File: src/rtl/sdram_arb_pkg.sv
// Shared types and the round-robin pick function for the two-master SDRAM arbiter.
package sdram_arb_pkg;

    localparam int NUM_MASTERS = 2;

    typedef logic [0:0] master_id_t;

    typedef struct packed {
        logic       valid;
        master_id_t id;
    } grant_t;

    // The master that did not win last time has priority; otherwise fall back to the other one.
    function automatic grant_t rr_pick(input logic [NUM_MASTERS-1:0] req, input master_id_t last);
        grant_t     g;
        master_id_t other;
        other   = ~last;
        g.valid = 1'b0;
        g.id    = last;
        if (req[other]) begin
            g.valid = 1'b1;
            g.id    = other;
        end else if (req[last]) begin
            g.valid = 1'b1;
            g.id    = last;
        end
        return g;
    endfunction

endpackage

File: src/rtl/arb_id_fifo.sv
// In-order FIFO of master IDs for reads that have been issued but not yet answered.
module arb_id_fifo
    import sdram_arb_pkg::*;
#(
    parameter int DEPTH = 8
) (
    input  logic                     clk,
    input  logic                     rst_n,
    input  logic                     push,
    input  logic                     pop,
    input  master_id_t               din,
    output master_id_t               dout,
    output logic [$clog2(DEPTH):0]   count,
    output logic                     full,
    output logic                     empty
);

    localparam int                 PTR_W    = $clog2(DEPTH);
    localparam logic [PTR_W:0]     FULL_CNT = (PTR_W + 1)'(DEPTH);

    master_id_t       r_mem [DEPTH];
    logic [PTR_W-1:0] r_wr_ptr;
    logic [PTR_W-1:0] r_rd_ptr;
    logic [PTR_W:0]   r_count;
    logic             w_do_push;
    logic             w_do_pop;

    assign full      = (r_count == FULL_CNT);
    assign empty     = (r_count == '0);
    assign count     = r_count;
    // Head is read combinationally so the response can be steered in the beat's own cycle.
    assign dout      = r_mem[r_rd_ptr];
    assign w_do_pop  = pop & ~empty;
    assign w_do_push = push & (~full | w_do_pop);

    always_ff @(posedge clk) begin
        if (w_do_push) begin
            r_mem[r_wr_ptr] <= din;
        end
    end

    always_ff @(posedge clk or negedge rst_n) begin
        if (!rst_n) begin
            r_wr_ptr <= '0;
            r_rd_ptr <= '0;
            r_count  <= '0;
        end else begin
            if (w_do_push) begin
                r_wr_ptr <= r_wr_ptr + 1'b1;
            end
            if (w_do_pop) begin
                r_rd_ptr <= r_rd_ptr + 1'b1;
            end
            if (w_do_push && !w_do_pop) begin
                r_count <= r_count + 1'b1;
            end else if (w_do_pop && !w_do_push) begin
                r_count <= r_count - 1'b1;
            end
        end
    end

endmodule

File: src/rtl/sdram_rr_arbiter.sv
// Two-master Avalon-MM round-robin arbiter in front of the SDRAM controller slave,
// with in-order read response steering through an ID FIFO.
module sdram_rr_arbiter
    import sdram_arb_pkg::*;
#(
    parameter int ADDR_W   = 32,
    parameter int DATA_W   = 32,
    parameter int MAX_PEND = 8
) (
    input  logic                   clk,
    input  logic                   rst_n,
    input  logic [1:0][ADDR_W-1:0] m_address,
    input  logic [1:0]             m_read,
    input  logic [1:0]             m_write,
    input  logic [1:0][DATA_W-1:0] m_writedata,
    output logic [1:0]             m_waitrequest,
    output logic [DATA_W-1:0]      m_readdata,
    output logic [1:0]             m_readdatavalid,
    output logic [ADDR_W-1:0]      s_address,
    output logic                   s_read,
    output logic                   s_write,
    output logic [DATA_W-1:0]      s_writedata,
    input  logic                   s_waitrequest,
    input  logic [DATA_W-1:0]      s_readdata,
    input  logic                   s_readdatavalid,
    output logic                   err
);

    localparam int CNT_W = $clog2(MAX_PEND) + 1;

    logic              r_lock;
    master_id_t        r_locked_id;
    master_id_t        r_last;
    logic              r_err;

    logic [CNT_W-1:0]  w_pend_cnt;
    logic              w_full;
    logic              w_empty;
    master_id_t        w_head;
    logic [1:0]        w_req;
    grant_t            w_rr;
    grant_t            w_grant;
    logic              w_cmd_write;
    logic              w_cmd_read;
    logic              w_cmd;
    logic              w_accept;
    logic              w_push;
    logic              w_pop;

    for (genvar gi = 0; gi < NUM_MASTERS; gi++) begin : g_master
        assign w_req[gi]           = m_write[gi] | (m_read[gi] & ~w_full);
        assign m_waitrequest[gi]   = ~rst_n | ~w_grant.valid
                                   | (w_grant.id != master_id_t'(gi)) | s_waitrequest;
        assign m_readdatavalid[gi] = rst_n & w_pop & (w_head == master_id_t'(gi));
    end

    always_comb begin
        w_rr    = rr_pick(w_req, r_last);
        w_grant = w_rr;
        // A stalled command keeps its grant so address/data stay stable until accepted.
        if (r_lock) begin
            w_grant.valid = 1'b1;
            w_grant.id    = r_locked_id;
        end
    end

    // A master presenting both read and write has its write forwarded; the read is dropped.
    assign w_cmd_write = rst_n & w_grant.valid & m_write[w_grant.id];
    assign w_cmd_read  = rst_n & w_grant.valid & ~m_write[w_grant.id] & m_read[w_grant.id] & ~w_full;
    assign w_cmd       = w_cmd_write | w_cmd_read;
    assign w_accept    = w_cmd & ~s_waitrequest;
    assign w_push      = w_accept & w_cmd_read;
    assign w_pop       = s_readdatavalid & ~w_empty;

    assign s_write     = w_cmd_write;
    assign s_read      = w_cmd_read;
    assign s_address   = m_address[w_grant.id];
    assign s_writedata = m_writedata[w_grant.id];
    assign m_readdata  = s_readdata;
    assign err         = r_err;

    arb_id_fifo #(
        .DEPTH (MAX_PEND)
    ) u_id_fifo (
        .clk   (clk),
        .rst_n (rst_n),
        .push  (w_push),
        .pop   (w_pop),
        .din   (w_grant.id),
        .dout  (w_head),
        .count (w_pend_cnt),
        .full  (w_full),
        .empty (w_empty)
    );

    always_ff @(posedge clk or negedge rst_n) begin
        if (!rst_n) begin
            r_last      <= 1'b1;
            r_lock      <= 1'b0;
            r_locked_id <= 1'b0;
            r_err       <= 1'b0;
        end else begin
            r_lock <= w_cmd & s_waitrequest;
            if (w_cmd && s_waitrequest) begin
                r_locked_id <= w_grant.id;
            end
            if (w_accept) begin
                r_last <= w_grant.id;
            end
            // A response with nothing outstanding means the slave and our ID tracking disagree.
            if (s_readdatavalid && w_empty) begin
                r_err <= 1'b1;
            end
        end
    end

endmodule

File: config.mk
export PLATFORM = sky130hd
export DESIGN_NAME = sdram_rr_arbiter
export DESIGN_NICKNAME = d
export VERILOG_FILES = /design/src/rtl/sdram_arb_pkg.sv /design/src/rtl/arb_id_fifo.sv /design/src/rtl/sdram_rr_arbiter.sv
export SDC_FILE = /design/constraint.sdc
export NUM_CORES = 1
export LEC_CHECK = 0
export ABC_AREA = 0
export BUFFER_PORTS_ARGS = -buffer_cell sky130_fd_sc_hd__buf_2
export CORE_AREA = 3 3 105 107
export DETAILED_ROUTE_END_ITERATION = 12
export DIE_AREA = 0 0 108 110
export PLACE_DENSITY = 0.72
export SLEW_MARGIN = 20
export SYNTH_ARGS = -nofsm -noshare
export SYNTH_HDL_FRONTEND = slang
export SYNTH_SLANG_ARGS = --single-unit
File: constraint.sdc
create_clock -name clk -period 2.6 [get_ports clk]
set_input_delay 0.26 -clock clk [delete_from_list [all_inputs] [get_ports clk]]
set_output_delay 0.26 -clock clk [all_outputs]
set_load 0.03 [all_outputs]
* Word-level counts from Yosys, hierarchy flattened
Memory sizes are Yosys's and may differ from the RTL's. Index checks and enable logic that the tools add are counted.
Word-level totals: RAM bits 8, register bits 14, output and inout port bits 103, input port bits 168, word-level logic and storage cells 77, memories kept 1
Cells by class: bitwise gates (word level) 34, equal/unequal tests 1, reduce and logical (&&, ||, !) cells 8, muxes and demuxes 19, $add $sub $neg 4, $lt $le $gt $ge 3
Memories:
- u_id_fifo.r_mem | depth 8, bits a word 1, rd ports 1, clocked after memory_dff 0, wr ports 1, line arb_id_fifo.sv:21 | master_id_t r_mem [DEPTH];
Operators by type and width (count):
- $mux W32 | 4
- $and A1 B1 Y1 | 16
- $mux W1 | 10
- $not A1 Y1 | 9
- $or A1 B1 Y1 | 9
- $mux W4 | 2
- $add A3 B1 Y3 const B | 2
- $lt A1 B2 Y1 const B | 3
- $mux W2 | 3
- $add A4 B1 Y4 const B | 1
- $eq A4 B4 Y1 const B | 1
- $logic_and A1 B1 Y1 | 4
- $logic_not A4 Y1 | 1
- $sub A4 B1 Y4 const B | 1
- $logic_not A1 Y1 | 2
- $reduce_bool A2 Y1 | 1

* Depth between registers and ports, before layout
depth in word-level cells 23, depth in mapped cells 12, gate-level depth less buffers 12

* Modules after synthesis
From an unflattened synthesis, not the netlist that was laid out.
Second synthesis, totals: cell total of the unflattened synthesis 231, area, all modules 2544.9 um2
Modules (own cells, without submodules):
- sdram_rr_arbiter | area an instance 1581.5 um2, cells each 157, times used 1, sequential area each 101.3 um2
- arb_id_fifo | area an instance 963.4 um2, cells each 74, times used 1, sequential area each 490.5 um2

* Worst setup path before layout
Ideal clock, no wire load.
path type reg-to-reg, start point register u_id_fifo.r_count[0] (netlist: u_id_fifo.count[0]), end point register u_id_fifo.r_count[3] (netlist: u_id_fifo.count[3]), buffers on the path 0, library setup time 125 ps, cell stages (with the launch flop) 13, path slack -112 ps, data required time 2475 ps, clock period less this slack 2712 ps, arrival time 2586 ps, path through dfrtp_1 > or4b_1 > o311a_1 > o211ai_1 > nand2_1 > ha_1 > inv_1 > ha_1 > a21o_1 > a21oi_1 > xnor2_1 > nor2_1 > xor2_1
Between the ends: longest elaborated chain between the ends 21, elaborated cells on any way between the ends 41, classes of those cells add/sub (2); eq/ne (1); mux (13); bitwise (19); reduce/logical (6)
RTL lines:
- start, declared | line arb_id_fifo.sv:24 | logic [PTR_W:0] r_count;
- start signal, assigned | line arb_id_fifo.sv:55 | r_count <= r_count + 1'b1;
- start signal, assigned | line arb_id_fifo.sv:57 | r_count <= r_count - 1'b1;
- $eq A4 B4 Y1 | line arb_id_fifo.sv:28 | assign full = (r_count == FULL_CNT);
- $not A1 Y1 | line arb_id_fifo.sv:34, sdram_rr_arbiter.sv:51, sdram_rr_arbiter.sv:69
- $and A1 B1 Y1 | line sdram_rr_arbiter.sv:51 | assign w_req[gi] = m_write[gi] | (m_read[gi] & ~w_full);
- $or A1 B1 Y1 | line sdram_rr_arbiter.sv:51
- $mux W1 (implied by the code) (2 in a row) | line sdram_arb_pkg.sv:20 | if (req[other]) begin
- $mux W2 | line sdram_arb_pkg.sv:20
- $mux W2 | line sdram_rr_arbiter.sv:61 | if (r_lock) begin
- $mux W1 (implied by the code) (2 in a row) | line sdram_rr_arbiter.sv:68, sdram_rr_arbiter.sv:69
- [... 4 more ...]
- $or A1 B1 Y1 | line sdram_rr_arbiter.sv:70 | assign w_cmd = w_cmd_write | w_cmd_read;
- $and A1 B1 Y1 | line sdram_rr_arbiter.sv:71 | assign w_accept = w_cmd & ~s_waitrequest;
- $and A1 B1 Y1 | line sdram_rr_arbiter.sv:72 | assign w_push = w_accept & w_cmd_read;
- $and A1 B1 Y1 * | line arb_id_fifo.sv:34 | assign w_do_push = push & (~full | w_do_pop);
- named net u_id_fifo.w_do_push | line arb_id_fifo.sv:25 | logic w_do_push;
- $logic_not A1 Y1 | line arb_id_fifo.sv:56 | end else if (w_do_pop && !w_do_push) begin
- $logic_and A1 B1 Y1 | line arb_id_fifo.sv:56
- $reduce_bool A2 Y1 (no source line)
The timed path passes the listed nets; every way through them passes the cells marked *. The select of a mux whose other input is x is not followed. A chain may end at the register's enable or synchronous reset.

* Final worst setup path
start point register r_lock, end point register u_id_fifo.r_count[3] (netlist: u_id_fifo.count[3])
Between the ends: longest elaborated chain between the ends 14, elaborated cells on any way between the ends 20, classes of those cells mux (6); bitwise (10); reduce/logical (4)
RTL lines:
- start, declared | line sdram_rr_arbiter.sv:31 | logic r_lock;
- start signal, assigned | line sdram_rr_arbiter.sv:103 | r_lock <= w_cmd & s_waitrequest;
- $mux W2 * | line sdram_rr_arbiter.sv:61
- $mux W1 (implied by the code) (2 in a row) | line sdram_rr_arbiter.sv:68, sdram_rr_arbiter.sv:69
- $not A1 Y1 | line sdram_rr_arbiter.sv:69 | assign w_cmd_read = rst_n & w_grant.valid & ~m_write[w_grant.id] & m_read[w_grant.id] & ~w_full;
- $and A1 B1 Y1 (3 in a row) | line sdram_rr_arbiter.sv:69
- $or A1 B1 Y1 | line sdram_rr_arbiter.sv:70
- $and A1 B1 Y1 | line sdram_rr_arbiter.sv:71
- $and A1 B1 Y1 * | line sdram_rr_arbiter.sv:72
- $and A1 B1 Y1 * | line arb_id_fifo.sv:34
- named net u_id_fifo.w_do_push | line arb_id_fifo.sv:25
- $logic_not A1 Y1 | line arb_id_fifo.sv:56
- $logic_and A1 B1 Y1 | line arb_id_fifo.sv:56
- $reduce_bool A2 Y1 (no source line)
Marks and branches as above.

==> flow_metrics.tcl <==
set metrics [dict create \
    start_util 0.232 \
    ant_nets 0 \
    drc 0 \
    synth-edff-count 8 \
    setup.worst_path.end_class "flip-flop" \
    power_leakage_nw 2.21 \
    synth_area_um2 2380 \
    hold_path_depth 2 \
    slew_viol_final 0 \
    ys_ff_latch 22 \
    total_power_mw 5.65 \
    nets 613 \
    postSynthAreaPerCell_um2 10.8 \
    num_antenna_cells 0 \
    hold_path_class "input pin to flip-flop" \
    crit_path_end "u_id_fifo.count[3]$_DFFE_PN0P_" \
    startpoint "r_lock$_DFF_PN0_" \
    place_worst_setup_slack_ns -0.149 \
    grt_max_degree 39 \
    design_area_um2 4440 \
    cts_buffer_depth 2 \
    synthDominantCellAreaShare 0.237 \
    max-cap-violations 0 \
    grt_pass1_wl_mm 11.8 \
    synth_cell_types 52 \
    fin_tns_setup_ns -0.930 \
    cp.arrival_ns 2.92 \
    r2r_start "r_lock$_DFF_PN0_" \
    worst_slack_ns -0.165 \
    crit_type "flip-flop to flip-flop" \
    wirelength_mm 10.7 \
    io_buffers 206 \
    tightest_slew_ns 0.365 \
    grt_overflow_total 0 \
    cts_buffers 3 \
    syn_inst 220 \
    critPathRequiredTime_ns 2.75 \
    synth_top_cell_by_area "mux2_2" \
    whs_ns 0.202 \
    die_x_um 108 \
    htree_num_levels 1 \
    synthesis.nets 394 \
    ir_worst_vdd_mv 0.578 \
    power.density_nw_per_um2 1270 \
    dp_hpwl_mm 7.54 \
    antenna_found_initial 1 \
    avgRoutedWirePerCell_um 18.7 \
    fp-row-count 37 \
    drt_iter0_drc 128 \
    setup_viol 31 \
    clkSinkCount 22 \
    postPlaceCellArea_um2 3440 \
    outcome "finished with violations" \
    r2r_cells 12 \
    viasPerCell 4.58 \
    die-area_um2 11900 \
    yosysWarnings 0 \
    io_pins 271 \
    gp_congestion 0.845 \
    min_period_ns 2.76 \
    clk_latency_ns 0.27 \
    crit_fanout 7 \
    cts_tree "yes" \
    fmax_ghz 0.362 \
    start_kind "flip-flop" \
    vias 2631 \
    layout-drive-gt1-share 0.788 \
    rrSetupSlack_ns -0.16 \
    core_area_um2 10200 \
    synth_area_leaders "mux2_2, dfrtp_1, buf_4, edfxtp_1, mux2_4" \
    violations "negative setup slack" \
    path_clk_slew_ns 0.09 \
    synthArstFlopShare 0.636 \
    rsz0062_at_grt "yes" \
    synth_ff_type "dfrtp_1" \
    fin_util 0.434 \
    grt_pass1_vias 2235 \
    fin_cells 574 \
    grt_use_total 0.129 \
    placedCellCount 535 \
    skew_ns 0.00802 \
    rr_endpoint "u_id_fifo.count[3]$_DFFE_PN0P_" \
    relSlewSlack 0.757 \
    min_period_over_period 1.06 \
    ys_seq_area_frac 0.249 \
    area_delta_synth_final_pct 86.7 \
    die_h_um 110 \
    cts_root_buf "clkbuf_8" \
    hold_viol 0 \
    dr.pass1.iters 4 \
]
==> flip-flops by register name, indices dropped and copies added, names as in the netlist <==
name	count
err	1
r_locked_id	1
u_id_fifo.r_rd_ptr	3
u_id_fifo.count	4
r_lock	1
u_id_fifo.r_mem	8
u_id_fifo.r_wr_ptr	3
r_last	1
==> critical path: stages, from the launching register on <==
cell	delay (ns)
dfrtp_2	0.45
or3_4	0.41
o311a_4	0.38
o211ai_1	0.15
nand2_2	0.13
ha_4	0.19
inv_4	0.06
ha_4	0.18
a21o_1	0.16
a21oi_2	0.15
xnor2_1	0.13
nor2_1	0.08
xor2_1	0.16
==> final cells by class <==
| class | count | area [um^2] |
|---|---|---|
| sequential | 22 | 594 |
| clock buffer | 3 | 41.3 |
| multi-input combinational | 155 | 1690 |
| clock inverter | 1 | 30.0 |
| inverter | 5 | 21.3 |
| timing repair buffer | 252 | 1890 |
| tap | 136 | 170 |
| fill | 954 | 5790 |
==> where the power goes <==
part           leakage (nW)  internal (mW)  switching (mW)
sequential            0.234          0.504           0.148
clock                0.0357          0.206           0.127
combinational          1.94           2.42            2.24
total                  2.21           3.13            2.52
==> layout by cell type, fill, tap and decap left out, drive strengths merged, types with 4 or more instances in the layout <==
cell    netlist  layout
buf          39     244
mux2         68      68
nand2        12      14
dfrtp        13      13
clkbuf        1      10
edfxtp        8       8
nor3          6       6
nor2          5       5
nor4          5       5
xnor2         5       5
inv           5       5
ha            5       5
nand2b        4       4
==> cell families after synthesis <==
group / count (synthesis) / share of synthesized area
xor gates and xnor gates: 8 / 0.0295
and+or+nand+nor: 46 / 0.110
buffers and inverters: 45 / 0.133
adders and majority gates: 6 / 0.0347
DFF: 22 / 0.249
muxes: 71 / 0.362
AOI/OAI and AO/OA: 22 / 0.0810
==> synth_stat cells (all sizes together) (2+ instances only) <==
| library cell | count |
|---|---|
| mux2 | 68 |
| buf | 39 |
| dfrtp | 13 |
| nand2 | 12 |
| edfxtp | 8 |
| nor3 | 6 |
| ha | 5 |
| inv | 5 |
| nor2 | 5 |
| nor4 | 5 |
| xnor2 | 5 |
| nand2b | 4 |
| nand3 | 3 |
| o21ai | 3 |
| xor2 | 3 |
| a21o | 2 |
| a21oi | 2 |
| mux4 | 2 |
| nor2b | 2 |
| o31a | 2 |
| o31ai | 2 |
==> layer usage <==
metal,track usage,vias up,part of all wire
li1,-,1219,-
met2,0.196,159,0.49
met5,0,-,0.0012
met1,0.174,1233,0.38
met4,0.0198,2,0.011
met3,0.0536,18,0.12
==> worst min path at each step <==
| stage | start | to | slack, ns |
|---|---|---|---|
| finish | s_readdatavalid | err$_DFFE_PN0P_ | 0.20 |
| global route | s_readdatavalid | err$_DFFE_PN0P_ | 0.21 |
| CTS | s_readdatavalid | err$_DFFE_PN0P_ | 0.20 |
| detailed placement | rst_n | u_id_fifo.r_rd_ptr[1]$_DFFE_PN0P_ | 0.28 |
| global placement | rst_n | u_id_fifo.r_rd_ptr[0]$_DFFE_PN0P_ | 0.28 |
| floorplan | rst_n | err$_DFFE_PN0P_ | -0.04 |
==> timing repair <==
action,in CTS,in global routing
hold endpoints to repair,7,0
gates resized for setup,36,124
pin swaps,3,13
cloned,1,12
setup endpoints to repair,65,51
buffers inserted,4,17
hold buffers,1,0
Note: power is estimated with default switching activity, not from simulation.
